<file path="config.mk">
export PLATFORM = sky130hd
export DESIGN_NAME = button_conditioner_flat
export DESIGN_NICKNAME = d
export VERILOG_FILES = /design/src/rtl/game_pkg.sv /design/src/rtl/button_conditioner_if.sv /design/src/rtl/sync_2ff.sv /design/src/rtl/button_conditioner.sv /design/src/flat_wrapper.sv
export SDC_FILE = /design/constraint.sdc
export NUM_CORES = 1
export LEC_CHECK = 0
export ABC_AREA = 1
export CORE_ASPECT_RATIO = 1.25
export CORE_UTILIZATION = 59
export CTS_BUF_LIST = sky130_fd_sc_hd__clkbuf_8
export DETAILED_ROUTE_END_ITERATION = 6
export DONT_BUFFER_PORTS = 1
export GPL_ROUTABILITY_DRIVEN = 0
export PLACE_DENSITY = 0.78
export REMOVE_ABC_BUFFERS = 1
export SETUP_SLACK_MARGIN = 0.2
export SLEW_MARGIN = 20
export SYNTH_ARGS = -nofsm -noshare
export SYNTH_HDL_FRONTEND = slang
export SYNTH_SLANG_ARGS = --single-unit
</file>
<file path="constraint.sdc">
create_clock -name clk -period 1.8 [get_ports clk]
set_clock_uncertainty 0.05 [all_clocks]
set_input_delay 0.36 -clock clk [delete_from_list [all_inputs] [get_ports clk]]
set_output_delay 0.36 -clock clk [all_outputs]
set_load 0.01 [all_outputs]
</file>
<file path="src/rtl/game_pkg.sv">
// Shared types and constants for the reaction game's input stage.
// Holds the button FSM state encoding and the glitch-counter width/limit,
// plus a small saturating-increment helper for that counter.
package game_pkg;

   typedef enum logic [1:0] {
      IDLE,
      PRESS_WAIT,
      HELD,
      RELEASE_WAIT
   } btn_state_t;

   localparam int                     BOUNCE_CNT_W   = 8;
   localparam logic [BOUNCE_CNT_W-1:0] BOUNCE_CNT_MAX = 8'hFF;

   // Adds one unless the counter already sits at its ceiling, so the
   // diagnostic count sticks at the maximum instead of wrapping to zero.
   function automatic logic [BOUNCE_CNT_W-1:0] bounceSatInc(
      input logic [BOUNCE_CNT_W-1:0] value
   );
      logic [BOUNCE_CNT_W-1:0] result;
      if (value == BOUNCE_CNT_MAX) begin
         result = value;
      end else begin
         result = value + 1'b1;
      end
      return result;
   endfunction

endpackage

</file>
<file path="src/rtl/button_conditioner_if.sv">
// Signal bundle between the raw push-button pin and the score logic.
// master: the side that owns the pin and consumes the conditioned outputs.
// slave:  the conditioner itself, which reads the pin and drives the outputs.
interface button_conditioner_if;
   import game_pkg::*;

   logic                    button_raw;
   logic                    btn_level;
   logic                    btn_press_pulse;
   logic                    btn_release_pulse;
   logic [BOUNCE_CNT_W-1:0] bounce_cnt;

   modport master (
      output button_raw,
      input  btn_level,
      input  btn_press_pulse,
      input  btn_release_pulse,
      input  bounce_cnt
   );

   modport slave (
      input  button_raw,
      output btn_level,
      output btn_press_pulse,
      output btn_release_pulse,
      output bounce_cnt
   );

endinterface

</file>
<file path="src/rtl/sync_2ff.sv">
// Single-bit two-flop synchroniser for pins that are asynchronous to clk.
// The reset value is a parameter so the chain can power up at whatever
// level means "inactive" for the pin it guards.
module sync_2ff #(
   parameter logic RESET_VAL = 1'b0
) (
   input  logic clk,
   input  logic reset,
   input  logic i_d,
   output logic o_q
);

   logic r_meta;
   logic r_sync;

   // First flop may go metastable; the second gives it a full cycle to settle.
   always_ff @(posedge clk or posedge reset) begin
      if (reset) begin
         r_meta <= RESET_VAL;
         r_sync <= RESET_VAL;
      end else begin
         r_meta <= i_d;
         r_sync <= r_meta;
      end
   end

   assign o_q = r_sync;

endmodule

</file>
<file path="src/rtl/button_conditioner.sv">
// Push-button conditioner feeding the reaction game's score path.
// Synchronises the raw pin, normalises its polarity so 1 means pressed,
// and debounces it with a four-state FSM that emits a registered level
// plus one-cycle press/release strobes. Rejected glitches are tallied in
// a saturating diagnostic counter.
// Optional feature: define BUTTON_AUTOREPEAT_EN to make a long hold re-fire
// the press strobe (after REPEAT_DELAY cycles, then every REPEAT_RATE cycles).
// REPEAT_RATE must be at least 2 and no larger than REPEAT_DELAY.
module button_conditioner
   import game_pkg::*;
#(
   parameter int DEBOUNCE_CYCLES = 16,
   parameter int CNT_W           = 16,
   parameter int ACTIVE_LOW      = 1
`ifdef BUTTON_AUTOREPEAT_EN
   ,
   parameter int REPEAT_DELAY    = 64,
   parameter int REPEAT_RATE     = 16
`endif
) (
   input  logic                 clk,
   input  logic                 reset,
   button_conditioner_if.slave  btn
);

   // Pin level that means "not pressed"; the synchroniser powers up here.
   localparam logic             PIN_IDLE = (ACTIVE_LOW != 0) ? 1'b1 : 1'b0;
   // Counter value at which a new level has been stable long enough.
   localparam logic [CNT_W-1:0] CNT_LAST = CNT_W'(DEBOUNCE_CYCLES - 1);

   logic                    w_pinSync;
   logic                    w_s;

   btn_state_t              r_state;
   logic [CNT_W-1:0]        r_cnt;
   logic                    r_level;
   logic                    r_press;
   logic                    r_release;
   logic [BOUNCE_CNT_W-1:0] r_bounce;

   btn_state_t              w_stateNext;
   logic [CNT_W-1:0]        w_cntNext;
   logic [CNT_W-1:0]        w_cntInc;
   logic                    w_levelNext;
   logic                    w_pressNext;
   logic                    w_releaseNext;
   logic [BOUNCE_CNT_W-1:0] w_bounceNext;

   sync_2ff #(
      .RESET_VAL (PIN_IDLE)
   ) u_sync (
      .clk   (clk),
      .reset (reset),
      .i_d   (btn.button_raw),
      .o_q   (w_pinSync)
   );

   assign w_s      = (ACTIVE_LOW != 0) ? ~w_pinSync : w_pinSync;
   assign w_cntInc = r_cnt + 1'b1;

`ifdef BUTTON_AUTOREPEAT_EN
   localparam logic [CNT_W-1:0] REP_FIRST  = CNT_W'(REPEAT_DELAY);
   localparam logic [CNT_W-1:0] REP_RELOAD = CNT_W'(REPEAT_DELAY - REPEAT_RATE);

   logic [CNT_W-1:0] r_rep;
   logic [CNT_W-1:0] w_repNext;
   logic [CNT_W-1:0] w_repInc;
   logic             w_repFire;

   assign w_repInc  = r_rep + 1'b1;
   assign w_repFire = (r_state == HELD) && w_s && (w_repInc == REP_FIRST);

   // Count cycles spent in HELD; after each repeat strobe, rewind so the
   // next one lands REPEAT_RATE cycles later. Any exit from HELD clears it.
   always_comb begin
      w_repNext = '0;
      if ((r_state == HELD) && w_s) begin
         w_repNext = w_repFire ? REP_RELOAD : w_repInc;
      end
   end

   // Repeat-timer register, cleared on reset like every other flop.
   always_ff @(posedge clk or posedge reset) begin
      if (reset) begin
         r_rep <= '0;
      end else begin
         r_rep <= w_repNext;
      end
   end
`endif

   // Next-state logic: a level change is only accepted after DEBOUNCE_CYCLES
   // consecutive agreeing samples; an early flip back counts as a glitch.
   always_comb begin
      w_stateNext   = r_state;
      w_cntNext     = r_cnt;
      w_levelNext   = r_level;
      w_pressNext   = 1'b0;
      w_releaseNext = 1'b0;
      w_bounceNext  = r_bounce;

      case (r_state)
         IDLE: begin
            w_levelNext = 1'b0;
            if (w_s) begin
               w_stateNext = PRESS_WAIT;
               w_cntNext   = '0;
            end
         end

         PRESS_WAIT: begin
            if (w_s) begin
               w_cntNext = w_cntInc;
               if (w_cntInc == CNT_LAST) begin
                  w_stateNext = HELD;
                  w_levelNext = 1'b1;
                  w_pressNext = 1'b1;
               end
            end else begin
               w_stateNext  = IDLE;
               w_bounceNext = bounceSatInc(r_bounce);
            end
         end

         HELD: begin
            w_levelNext = 1'b1;
            if (!w_s) begin
               w_stateNext = RELEASE_WAIT;
               w_cntNext   = '0;
            end else begin
`ifdef BUTTON_AUTOREPEAT_EN
               w_pressNext = w_repFire;
`endif
            end
         end

         RELEASE_WAIT: begin
            if (!w_s) begin
               w_cntNext = w_cntInc;
               if (w_cntInc == CNT_LAST) begin
                  w_stateNext   = IDLE;
                  w_levelNext   = 1'b0;
                  w_releaseNext = 1'b1;
               end
            end else begin
               w_stateNext  = HELD;
               w_bounceNext = bounceSatInc(r_bounce);
            end
         end

         default: begin
            w_stateNext = IDLE;
            w_cntNext   = '0;
            w_levelNext = 1'b0;
         end
      endcase
   end

   // State, counter and registered outputs; reset drops everything at once,
   // which also discards any press in progress without a release strobe.
   always_ff @(posedge clk or posedge reset) begin
      if (reset) begin
         r_state   <= IDLE;
         r_cnt     <= '0;
         r_level   <= 1'b0;
         r_press   <= 1'b0;
         r_release <= 1'b0;
         r_bounce  <= '0;
      end else begin
         r_state   <= w_stateNext;
         r_cnt     <= w_cntNext;
         r_level   <= w_levelNext;
         r_press   <= w_pressNext;
         r_release <= w_releaseNext;
         r_bounce  <= w_bounceNext;
      end
   end

   assign btn.btn_level         = r_level;
   assign btn.btn_press_pulse   = r_press;
   assign btn.btn_release_pulse = r_release;
   assign btn.bounce_cnt        = r_bounce;

endmodule
</file>
<file path="src/flat_wrapper.sv">
// flat-port wrapper written by rule: the top's interface ports become plain ports
module button_conditioner_flat import game_pkg::*;
#(
   parameter int DEBOUNCE_CYCLES = 16,
   parameter int CNT_W           = 16,
   parameter int ACTIVE_LOW      = 1

)
  (clk, reset, btn_button_raw, btn_btn_level, btn_btn_press_pulse, btn_btn_release_pulse, btn_bounce_cnt);
  button_conditioner_if btn_i ();
  input  logic clk;
  input  logic reset;
  input wire logic [$bits(btn_i.button_raw)-1:0] btn_button_raw;
  output wire logic [$bits(btn_i.btn_level)-1:0] btn_btn_level;
  output wire logic [$bits(btn_i.btn_press_pulse)-1:0] btn_btn_press_pulse;
  output wire logic [$bits(btn_i.btn_release_pulse)-1:0] btn_btn_release_pulse;
  output wire logic [$bits(btn_i.bounce_cnt)-1:0] btn_bounce_cnt;
  assign btn_i.button_raw = btn_button_raw;
  assign btn_btn_level = btn_i.btn_level;
  assign btn_btn_press_pulse = btn_i.btn_press_pulse;
  assign btn_btn_release_pulse = btn_i.btn_release_pulse;
  assign btn_bounce_cnt = btn_i.bounce_cnt;
  button_conditioner #(.DEBOUNCE_CYCLES(DEBOUNCE_CYCLES), .CNT_W(CNT_W), .ACTIVE_LOW(ACTIVE_LOW)) u_core (.clk(clk), .reset(reset), .btn(btn_i));
endmodule
</file>
==> qor.yml <==
status: "finished with violations"
failed_checks: "negative hold slack, negative setup slack"
asyncSetResetFlopFracSynth_pct: 100
initial_utilization_pct: 61.6
fin_hold_ws_ps: -0.435
synth_common_cells: "nand2_1, dfrtp_1, inv_1, nand3_1, nor2_1"
drc: 0
cp_cell_sequence: "ha_4, nand2_2, nor2_4, nand3_1, nand2_1, nand2_1, inv_1, nand2_1, nor2_2, nand3_2, nand2_2, nand3_2, nand2_2, nand2_2"
layout_min_cycle_time_ps: 2320
achievable_clock_frequency_ghz: 0.431
critical_path_class: "reg -> reg"
final_layout_size_suffix_gt1_share_pct: 53.1
setup_viol_count_final: 21
hold_viol: 2
stdcell_area_mm2: 0.00279
crit_path_start_kind: "register"
postSynth.topFlopCell: "dfrtp_1"
worstHoldPathType: "in -> async"
dpl.cell_count: 302
clock_path_buffers: 2
finalCritPeriodShare_pct: 129
critPathMaxStageDelay_ps: 460
boundaryPins: 14
drtAntennaViolNets: 0
numClockSinks: 31
synth_sequential_area_ratio_pct: 42.9
grt_pass1_wl_um: 8070
global_route_overflow: 0
flow.area_growth_from_synthesis_pct: 53.8
worst_ep_arrival_time_ps: 2450
power.density_mw_per_mm2: 1430
worstSkewPairLatency_ps: 300
cp_data_required_time_ps: 1930
synthDominantAreaCellType: "dfrtp_1"
instances_no_fill: 326
post-synth-top-count-cell: "nand2_1"
finalCoreUtilization_pct: 94.8
edff_count_synth: 0
post_dp_cell_area_mm2: 0.00209
synth_cells: 236
antenna_found_initial: 0
final.setup.tns_ps: -2990
yosysWarningCount: 0
cts_root_buf: "clkbuf_8"
first_global_vias: 1845
slew-limit-headroom_pct: 72.5
critical_path_peak_fanout: 5
cts.hold.buffers_added: 0
cpLargestDelayFamily: "simple AND/OR/NAND/NOR gates"
worstSetupEndpointType: "register"
floorplan.rows: 22
power.leakage_nw: 1.22
final_nets: 301
antennaDiodeCount: 0
dr.pass1.iters: 5
max_slew.worst_pin.slew_ps: 412
synth.lib_cells_used.distinct: 26
post_synth_instance_area_mm2: 0.00182
detailroute.via_count: 2255
post_synth_main_area_contributors: "dfrtp_1, nand2_1, nand3_1"
timing.final.ws_setup_ps: -518
dp_hpwl_um: 2980
post_drt_via_cell_ratio: 6.92
fp.dieArea_mm2: 0.00330
avgRoutedWirePerCell_um: 26.0
worstPathBufferInverterCount: 1
dpl_worst_slack_ps: -107
drv.max_cap_violation_count: 0
grt_start_max_net_pins: 32
drt-total-wl_um: 8460
fp.dieH_um: 64.0
vdd_ir_drop_max_mv: 1.50
post_synth.cell_area_avg_um2: 7.69
cts_tree: "yes"
h-tree-depth: 2
placement.io_buffers: 0
yosys_register_bits: 31
die_width_um: 51.6
numCtsBuffers: 5
floorplan.core_area_mm2: 0.00295
rsz0062_at_grt: "yes"
slowest_stage: "dfrtp_1"
first_iter_violations: 206
synth_largest_type_area_fraction_pct: 40.0
cpMostUsedCell: "nand2_2"
grt_usage_pct: 34.1
clk_transition_reported_paths_ps: 80
finalMaxSlewViolations: 0
==> worst register-to-register path: cells and delay by family, from the launching register on <==
| family | cells | cell delay [ps] |
|---|---|---|
| adder cells (fa/ha/maj) | 1 | 190 |
| AND/OR/NAND/NOR | 12 | 1370 |
| flip-flops | 1 | 460 |
| buffers and inverters | 1 | 150 |
==> cells by family after synthesis <==
| family | Yosys count | synth area share [%] |
|---|---|---|
| compound gates | 23 | 7.44 |
| flops | 31 | 42.9 |
| fa+ha+maj | 7 | 4.82 |
| mux | 2 | 1.17 |
| xor+xnor | 8 | 3.86 |
| simple gates | 131 | 32.7 |
| buf+inv | 34 | 7.10 |
==> power by group <==
group / switching [W] / total [W] / internal [W]
combinational: 0.00130 / 0.00239 / 0.00110
sequential: 0.000204 / 0.00104 / 0.000838
clock: 0.000293 / 0.000545 / 0.000253
==> routing by layer <==
metal	part of all wire (%)	global-route usage (%)
met1	31	36.6
met2	45	59.7
met3	13	8.33
met4	10	18.2
met5	0	0
==> cell type report <==
| class | count | area, um^2 |
|---|---|---|
| sequential | 31 | 782 |
| inverter | 32 | 131 |
| tap | 36 | 45.0 |
| fill | 80 | 154 |
| multi-input combinational | 171 | 1300 |
| clock inverter | 1 | 3.75 |
| timing repair buffer | 50 | 459 |
| clock buffer | 5 | 68.8 |
==> flip-flops by register name, indices dropped and copies added, names as in the netlist, named ones only <==
register                      flops
u_core.u_sync.r_meta              1
u_core.btn.bounce_cnt             8
u_core.u_sync.o_q                 1
u_core.btn.btn_level              1
u_core.r_state                    1
u_core.btn.btn_press_pulse        1
u_core.r_cnt                     16
u_core.btn.btn_release_pulse      1
==> metrics by stage <==
step	total power (W)	hold slack, ps
6_report	0.00398	-0.435
5_1_grt	0.00407	-6.47
4_1_cts	0.00298	0.608
3_5_place_dp	0.00215	300
3_3_place_gp	0.00213	298
2_1_floorplan	0.00158	295
==> final timing paths <==
path                                           startpoint  cells after the start                                   end  slack (ps)
setup / recovery              u_core.r_cnt[1]$_DFFE_PP0P_                     14                              register        -520
hold / removal                                      reset                      2  u_core.btn.bounce_cnt[0]$_DFFE_PP0P_        -0.4
setup reg to reg              u_core.r_cnt[1]$_DFFE_PP0P_                     14                              register        -520
hold reg to reg            u_core.u_sync.r_meta$_DFF_PP1_                      0           u_core.u_sync.o_q$_DFF_PP1_         320
max in group asynchronous                           reset                      2           u_core.r_cnt[0]$_DFFE_PP0P_        1370
min in group clk                           btn_button_raw                      0        u_core.u_sync.r_meta$_DFF_PP1_           0
==> placed cells by master (no fill, tap or decap), types with 2 or more instances in the layout <==
| master | instances |
|---|---|
| nand2_4 | 6 |
| dfrtp_1 | 26 |
| nor2_4 | 10 |
| o21ai_4 | 2 |
| ha_2 | 4 |
| nor2_1 | 14 |
| clkbuf_8 | 5 |
| buf_4 | 33 |
| inv_1 | 22 |
| xor2_1 | 5 |
| nor2_2 | 6 |
| nand3_2 | 13 |
| nand2_1 | 42 |
| dfrtp_2 | 3 |
| nand3_1 | 12 |
| buf_6 | 13 |
| inv_2 | 8 |
| dfstp_2 | 2 |
| nand4_1 | 6 |
| buf_8 | 3 |
| o22ai_2 | 10 |
| o21ai_2 | 7 |
| ha_4 | 3 |
| nor3_1 | 2 |
| nand2_2 | 16 |
| xnor2_1 | 2 |
| o21ai_1 | 4 |
==> timing repair <==
item,in CTS,in global routing
gates cloned,1,0
endpoints found under the setup margin,28,29
buffers inserted,5,12
gates resized for setup,40,90
pin swaps,9,31
(Power assumes the default switching activity.)
